===== config.mk =====
export PLATFORM = sky130hd
export DESIGN_NAME = bf16_range_encoder
export DESIGN_NICKNAME = d
export VERILOG_FILES = /design/src/rtl/bf16_range_encoder.sv
export SDC_FILE = /design/constraint.sdc
export NUM_CORES = 1
export LEC_CHECK = 0
export ABC_CLOCK_PERIOD_IN_PS = 2880
export CAP_MARGIN = 20
export CORE_ASPECT_RATIO = 2
export CORE_MARGIN = 2
export CORE_UTILIZATION = 54
export CTS_BUF_LIST = sky130_fd_sc_hd__clkbuf_4 sky130_fd_sc_hd__clkbuf_8
export DETAILED_ROUTE_END_ITERATION = 16
export GPL_TIMING_DRIVEN = 0
export PLACE_DENSITY = 0.94
export REMOVE_ABC_BUFFERS = 1
export SKIP_LAST_GASP = 1
export SYNTH_ARGS = -nofsm -noshare
export SYNTH_HDL_FRONTEND = slang
export SYNTH_SLANG_ARGS = --single-unit

===== constraint.sdc =====
create_clock -name clk -period 2.88 [get_ports clk]
set_input_delay 0.576 -clock clk [delete_from_list [all_inputs] [get_ports clk]]
set_output_delay 0.576 -clock clk [all_outputs]
set_load 0.01 [all_outputs]

===== src/rtl/bf16_range_encoder.sv =====
// Two-stage encoder from a range index (0..31) to the bfloat16 lower bound index/8,
// with a built-in sweep of all indices. Define BF16_RANGE_ENCODER_UPPER_EN to add output_upper_x.
module bf16_range_encoder (
  input  logic        clk,
  input  logic        rst_n,
  input  logic [4:0]  input_index,
  input  logic        input_valid,
  output logic        input_ready,
  input  logic        sweep_start,
  output logic        sweep_busy,
  output logic [15:0] output_x,
  output logic [4:0]  output_index,
  output logic        output_valid,
`ifdef BF16_RANGE_ENCODER_UPPER_EN
  output logic [15:0] output_upper_x,
`endif
  input  logic        output_ready
);

  typedef enum logic {IDLE, SWEEP} state_t;

  state_t     state_q, state_d;
  logic [4:0] cnt_q, cnt_d;
  logic       inject;

  logic       vld_p1;
  logic [4:0] index_p1;
  logic [2:0] lead_p1;
`ifdef BF16_RANGE_ENCODER_UPPER_EN
  logic [2:0] lead_up_p1;
`endif

  logic       s1_ready, s2_ready, load_p1, adv_p2;
  logic [4:0] index_d;

  function automatic logic [2:0] lead_one(input logic [5:0] v);
    lead_one = 3'd0;
    for (int i = 0; i < 6; i++)
      if (v[i]) lead_one = 3'(i);
  endfunction

  // Bits below the leading one become the mantissa, left-aligned into 7 bits.
  function automatic logic [15:0] pack_bf16(input logic [5:0] v, input logic [2:0] p);
    logic [7:0] frac;
    frac = 8'(v) - (8'd1 << p);
    frac = frac << (3'd7 - p);
    if (v == 6'd0)
      pack_bf16 = 16'h0000;
    else
      pack_bf16 = {1'b0, 8'd124 + 8'(p), frac[6:0]};
  endfunction

  assign s2_ready    = !output_valid || output_ready;
  assign s1_ready    = !vld_p1 || s2_ready;
  assign adv_p2      = vld_p1 && s2_ready;
  assign sweep_busy  = (state_q == SWEEP);
  assign input_ready = !sweep_busy && s1_ready;

  always_comb begin
    state_d = state_q;
    cnt_d   = cnt_q;
    inject  = 1'b0;
    case (state_q)
      IDLE: begin
        if (sweep_start) begin
          state_d = SWEEP;
          cnt_d   = 5'd0;
        end
      end
      SWEEP: begin
        if (s1_ready) begin
          inject = 1'b1;
          if (cnt_q == 5'd31) state_d = IDLE;
          else                cnt_d   = cnt_q + 5'd1;
        end
      end
      default: state_d = IDLE;
    endcase
  end

  assign load_p1 = inject || (input_valid && input_ready);
  assign index_d = inject ? cnt_q : input_index;

  always_ff @(posedge clk or negedge rst_n) begin
    if (!rst_n) begin
      state_q        <= IDLE;
      cnt_q          <= 5'd0;
      vld_p1         <= 1'b0;
      output_valid   <= 1'b0;
      output_x       <= 16'h0000;
      output_index   <= 5'd0;
`ifdef BF16_RANGE_ENCODER_UPPER_EN
      output_upper_x <= 16'h0000;
`endif
    end else begin
      state_q <= state_d;
      cnt_q   <= cnt_d;
      if (load_p1)     vld_p1 <= 1'b1;
      else if (adv_p2) vld_p1 <= 1'b0;
      // Stage 1 -> stage 2: pack the registered index into bfloat16
      if (s2_ready) output_valid <= vld_p1;
      if (adv_p2) begin
        output_x       <= pack_bf16({1'b0, index_p1}, lead_p1);
        output_index   <= index_p1;
`ifdef BF16_RANGE_ENCODER_UPPER_EN
        output_upper_x <= pack_bf16(6'(index_p1) + 6'd1, lead_up_p1);
`endif
      end
    end
  end

  // Input -> stage 1: index and leading-one position (data only, qualified by vld_p1)
  always_ff @(posedge clk) begin
    if (load_p1) begin
      index_p1   <= index_d;
      lead_p1    <= lead_one({1'b0, index_d});
`ifdef BF16_RANGE_ENCODER_UPPER_EN
      lead_up_p1 <= lead_one(6'(index_d) + 6'd1);
`endif
    end
  end

endmodule


# After elaboration in Yosys (flattened, before gate mapping)
# Index checks and enable logic that the tools add are counted.
# W data, S select, Z words.
# word_totals
reg_bits	37
input_bits	10
elab_cells	48
# classes
reduce_logical	12
shifts	2
n_eq_ne	4
muxes	17
bitwise_logic	1
addsub	4
# op_table
op	n
$mux W5	4
$mux W15	1
$pmux W5 S2	1
$add A7 B3 Y8 const A	1
$mux W1	8
$shl A1 B3 Y8 const A	1
$shl A8 B3 Y7	1
$sub A5 B8 Y8	1
$mux W3	2
$add A5 B1 Y5 const B	1
$eq A5 B5 Y1 const B	1
$logic_not A5 Y1	1
$ne A2 B2 Y1 const B	2
$logic_and A1 B1 Y1	3
$logic_not A1 Y1	3
$logic_or A1 B1 Y1	3
$reduce_and A3 Y1	1
$sub A3 B3 Y3 const A	1
$ne A2 B1 Y1 const B	1
$pmux W1 S2	1
$reduce_bool A2 Y1	1
$not A1 Y1	1

# Depth between registers and ports, before layout
# logic_depth
depth_word	9
mapped_depth	10

# Least setup slack after synthesis
# No wires, ideal clock.
# synth_path
path_kind	flip-flop to flip-flop
start	register lead_p1[0]
end	register output_x[6]
period_less_slack_ns	2.247
arrival_time_ns	2.121
required_ns	2.754
slack_ns	0.633
stages_incl_launch_ff	11
cell_sequence	edfxtp_1 buf_2 inv_1 nand2_1 or2_2 ha_1 nor2b_4 a221oi_4 xor2_1 o221a_2 o22ai_1
# synth_between
elab_chain_cells	4
word_cells_on_any_way	5
classes_between	add/sub: 2; shift: 2; mux: 1
# synth_lines
item	line_no	source
start, declared	28	logic [2:0] lead_p1;
start signal, assigned	116	lead_p1 <= lead_one({1'b0, index_d});
$shl A1 B3 Y8	45	frac = 8'(v) - (8'd1 << p);
$sub A5 B8 Y8	45	
$shl A8 B3 Y7 (*)	46	frac = frac << (3'd7 - p);
$mux W15 (*)	47	if (v == 6'd0)
end signal, assigned	103	output_x <= pack_bf16({1'b0, index_p1}, lead_p1);
end, declared	11	output logic [15:0] output_x,
# Every way passes the cells marked *; elsewhere a longest branch is shown, timed or not.
# A chain may end at the register's enable or synchronous reset.

# Final worst setup path
# Ends and elaborated chain as after synthesis.

==> key figures <==
Finish
  • Final design utilization: 70.3%
  • Most frequent cells in the layout: clkdlybuf4s50_1, dfrtp_1, nand2_1
  • Diodes inserted: 0
  • Synth-to-Final Area Change: 23.5%
  • Fill cells: between 200 and 250
  • Commonest non-fill, non-tap cell in the layout: clkdlybuf4s50_1
  • NumNets Final: 220
  • Share of layout cells above drive strength 1: 14.9%

Power and ir drop
  • Clock power share: 21.0%
  • Comb power frac: 40.3%
  • Sequential power share: 38.8%
  • Max IR drop VDD: 554 uV
  • PwrDens: around 800 nW/um^2
  • Switching Share: 34.5%
  • Leak: slightly below 1 nW
  • Internal power: 1.21 mW
  • Net switching power: 0.639 mW

CTS
  • H-Tree Depth: 2
  • CTS resizes: 0
  • # hold bufs at CTS: 0
  • Clk sinks: 32
  • CTS Root Cell: clkbuf_8
  • Clock Latency Late Sink: about 290 ps
  • Total CTS buffers: 5
  • Setup Buffers After CTS: 0
  • Deepest clock path buffer count: 2
  • CTS tree: built
  • Clock-pin slew on the worst setup and hold paths: 70 ps

Critical path
  • Startpoint Class: flop
  • Worst EP required: 3050 ps
  • Worst path max stage delay: 540 ps
  • Crit path capture type: flop
  • R2r endpoint: output_x[6]
  • Worst EP arrival: 2770 ps
  • Worst-path cell chain: inv_1, nand2_1, or2_2, ha_1, nor2b_4, a221oi_4, xor2_1, o221a_2, o22ai_1
  • Buf/Inv on CP: 1
  • R2R setup slack: 280 ps
  • Kind of critical path: flop to flop
  • RR Startpoint: lead_p1[0]
  • CP Launch Point: lead_p1[0]
  • CP delay by family, top: simple AND/OR/NAND/NOR gates
  • Reg2Reg Depth: 9
  • Critical-path top delay cell: edfxtp_1
  • Max FO, Critical Path: 10

GRT
  • Global-route wire length before repair: 6.18 mm
  • Largest net degree at the start of global routing: 25
  • Number of global-route vias before repair: 1,374
  • Grt ovf: 0
  • Initial antenna violation count: 0
  • GRT Total Usage: around 22%

STA
  • Endpoints failing setup: 0
  • Setup_tns: 0 ps
  • Period utilization: 90.3%
  • Slew @ Worst Pin: 695 ps
  • RSZ-0062 raised after global routing: false
  • Max Clock Skew: approximately 5.2 ps
  • Min setup slack post-route: roughly 280 ps
  • Clock period minus worst slack: about 2600 ps
  • Max Clk Rate: 384 MHz
  • Slew Limit Fails: 0
  • Max_slew headroom: 53.6%
  • Final hold vios: 0

Floorplanning
  • Placement Rows: 29
  • Effective utilization at floorplan: 56.9%
  • Die W: around 45 um
  • Die H: 86.1 um
  • Total core area: approximately 3200 um^2
  • Die ar.: 3880 um^2
  • Boundary Pins: 34

Synth
  • Dominant synthesized flop cell: dfrtp_1
  • Synthesized cell area: roughly 1800 um^2
  • Synth Register Bits: 32
  • Yosys warns: 0
  • Instance count of the mapped netlist: 169
  • Async SR Flop Fraction: 75.0%
  • Synth unique cells: between 40 and 50
  • Sequential-to-total area share from yosys stat: between 40 and 50%
  • Syn_area_per_cell: between 10 and 15 um^2
  • Post-synth EDFFs: 8

Run status
  • Status: completed

Worst hold path
  • Worst min path class: flop to flop
  • WHS Endpoint: output_x[3]
  • Worst Hold Launch: output_x[3]
  • Hold Path Stages: 2

Routing
  • DR pass1 iterations: 4
  • Vias: 1,346
  • DRC Markers: 0
  • Iter 0 DRT Violations: 33
  • Vias per inst: 5.80
  • Drt total wl: approximately 3.7 mm
  • Drt wl/cell: 15.8 um
  • ANT nets after route: 0

Place
  • IO buf count: 32
  • HPWL Detailed: 2.85 mm
  • RePlAce Congestion: 0.914
  • Pre-CTS setup slack: 322 ps

Job
  • Max-cap viol count: 0
[cell families (layout without fill, tap and decap cells)]
family                   Yosys count  after routing  share of synthesized area (%)
AO/OA/AOI/OAI                     38             38                           16.1
multiplexers                      10             10                           5.92
other                              1              1                          0.206
XOR/XNOR                           4              4                           1.93
flip-flops                        32             32                           46.2
adder cells (fa/ha/maj)           10             10                           7.30
buffers and inverters             16             48                           4.89
AND/OR/NAND/NOR                   58             58                           17.4
[metrics by stage]
step                      area, um^2  total power [mW]  hold WS (ps)  std cells
final                           2250              1.85           474        232
after global routing            2250              1.97           492        232
after CTS                       2220              1.86           481        231
after detailed placement        2110              1.46           461        223
after global placement          2110              1.43           456        223
after floorplan                 1760              1.17           280        160
[final cells by class]
type	instances	area (um^2)	share of cell area (%)
clock buffer	8	104	4.62
multi-input combinational	121	888	39.6
tap	31	38.8	1.73
timing repair buffer	33	348	15.5
sequential	32	841	37.4
inverter	7	26.3	1.17
[state kept, by name (all words and copies together), names as in the netlist]
| name | flops |
|---|---|
| sweep_busy | 1 |
| index_p1 | 5 |
| output_valid | 1 |
| output_x | 11 |
| vld_p1 | 1 |
| cnt_q | 5 |
| lead_p1 | 3 |
| output_index | 5 |
[how the worst max path moves through the flow]
stage | depth (start not counted) | endpoint | slack, ps
5_1_grt | 9 | output_x[6] | 150
3_5_place_dp | 9 | output_x[6] | 320
2_1_floorplan | 9 | output_x[6] | 590
4_1_cts | 9 | output_x[6] | 300
6_report | 9 | output_x[6] | 280
3_3_place_gp | 9 | output_x[6] | 360
[synth_stat cells (2+ instances only)]
cell type / instances / area, um^2
dfrtp_1: 24 / 601
nand2_1: 23 / 86.3
nor2_1: 10 / 37.5
ha_1: 9 / 113
edfxtp_1: 8 / 240
a21oi_1: 7 / 35.0
inv_1: 7 / 26.3
mux2_2: 6 / 67.6
buf_4: 5 / 37.5
nand2b_1: 5 / 31.3
o21ai_0: 5 / 25.0
mux2i_1: 4 / 40.0
or2_2: 4 / 25.0
a21o_1: 3 / 22.5
a22o_1: 3 / 26.3
o221ai_1: 3 / 26.3
a22oi_1: 2 / 15.0
a31oi_1: 2 / 12.5
and2_1: 2 / 12.5
and3_1: 2 / 12.5
buf_2: 2 / 10.0
nor2_2: 2 / 12.5
nor2b_1: 2 / 12.5
o21ai_1: 2 / 10.0
o22ai_1: 2 / 12.5
xnor2_1: 2 / 17.5
xor2_1: 2 / 17.5
[worst min-delay path: cells and delay by family (launching register included)]
| family | cells | cell delay, ps |
|---|---|---|
| compound gates | 1 | 50 |
| flops | 1 | 340 |
| simple gates | 1 | 50 |
[power groups by stage]
stage	Clock, mW	Combinational, mW	Sequential (mW)
4_1_cts	0.396	0.743	0.718
5_1_grt	0.410	0.819	0.738
6_report	0.388	0.745	0.717
3_5_place_dp	0	0.735	0.727
3_3_place_gp	0	0.707	0.718
2_1_floorplan	0	0.437	0.736
[layer usage]
| layer | share of wire (%) | GRT usage [%] |
|---|---|---|
| met1 | 33 | 21.0 |
| met2 | 59 | 40.0 |
| met3 | 3.8 | 5.05 |
| met4 | 3.9 | 12.6 |
| met5 | 0 | 0 |
(Power assumes the default switching activity.)
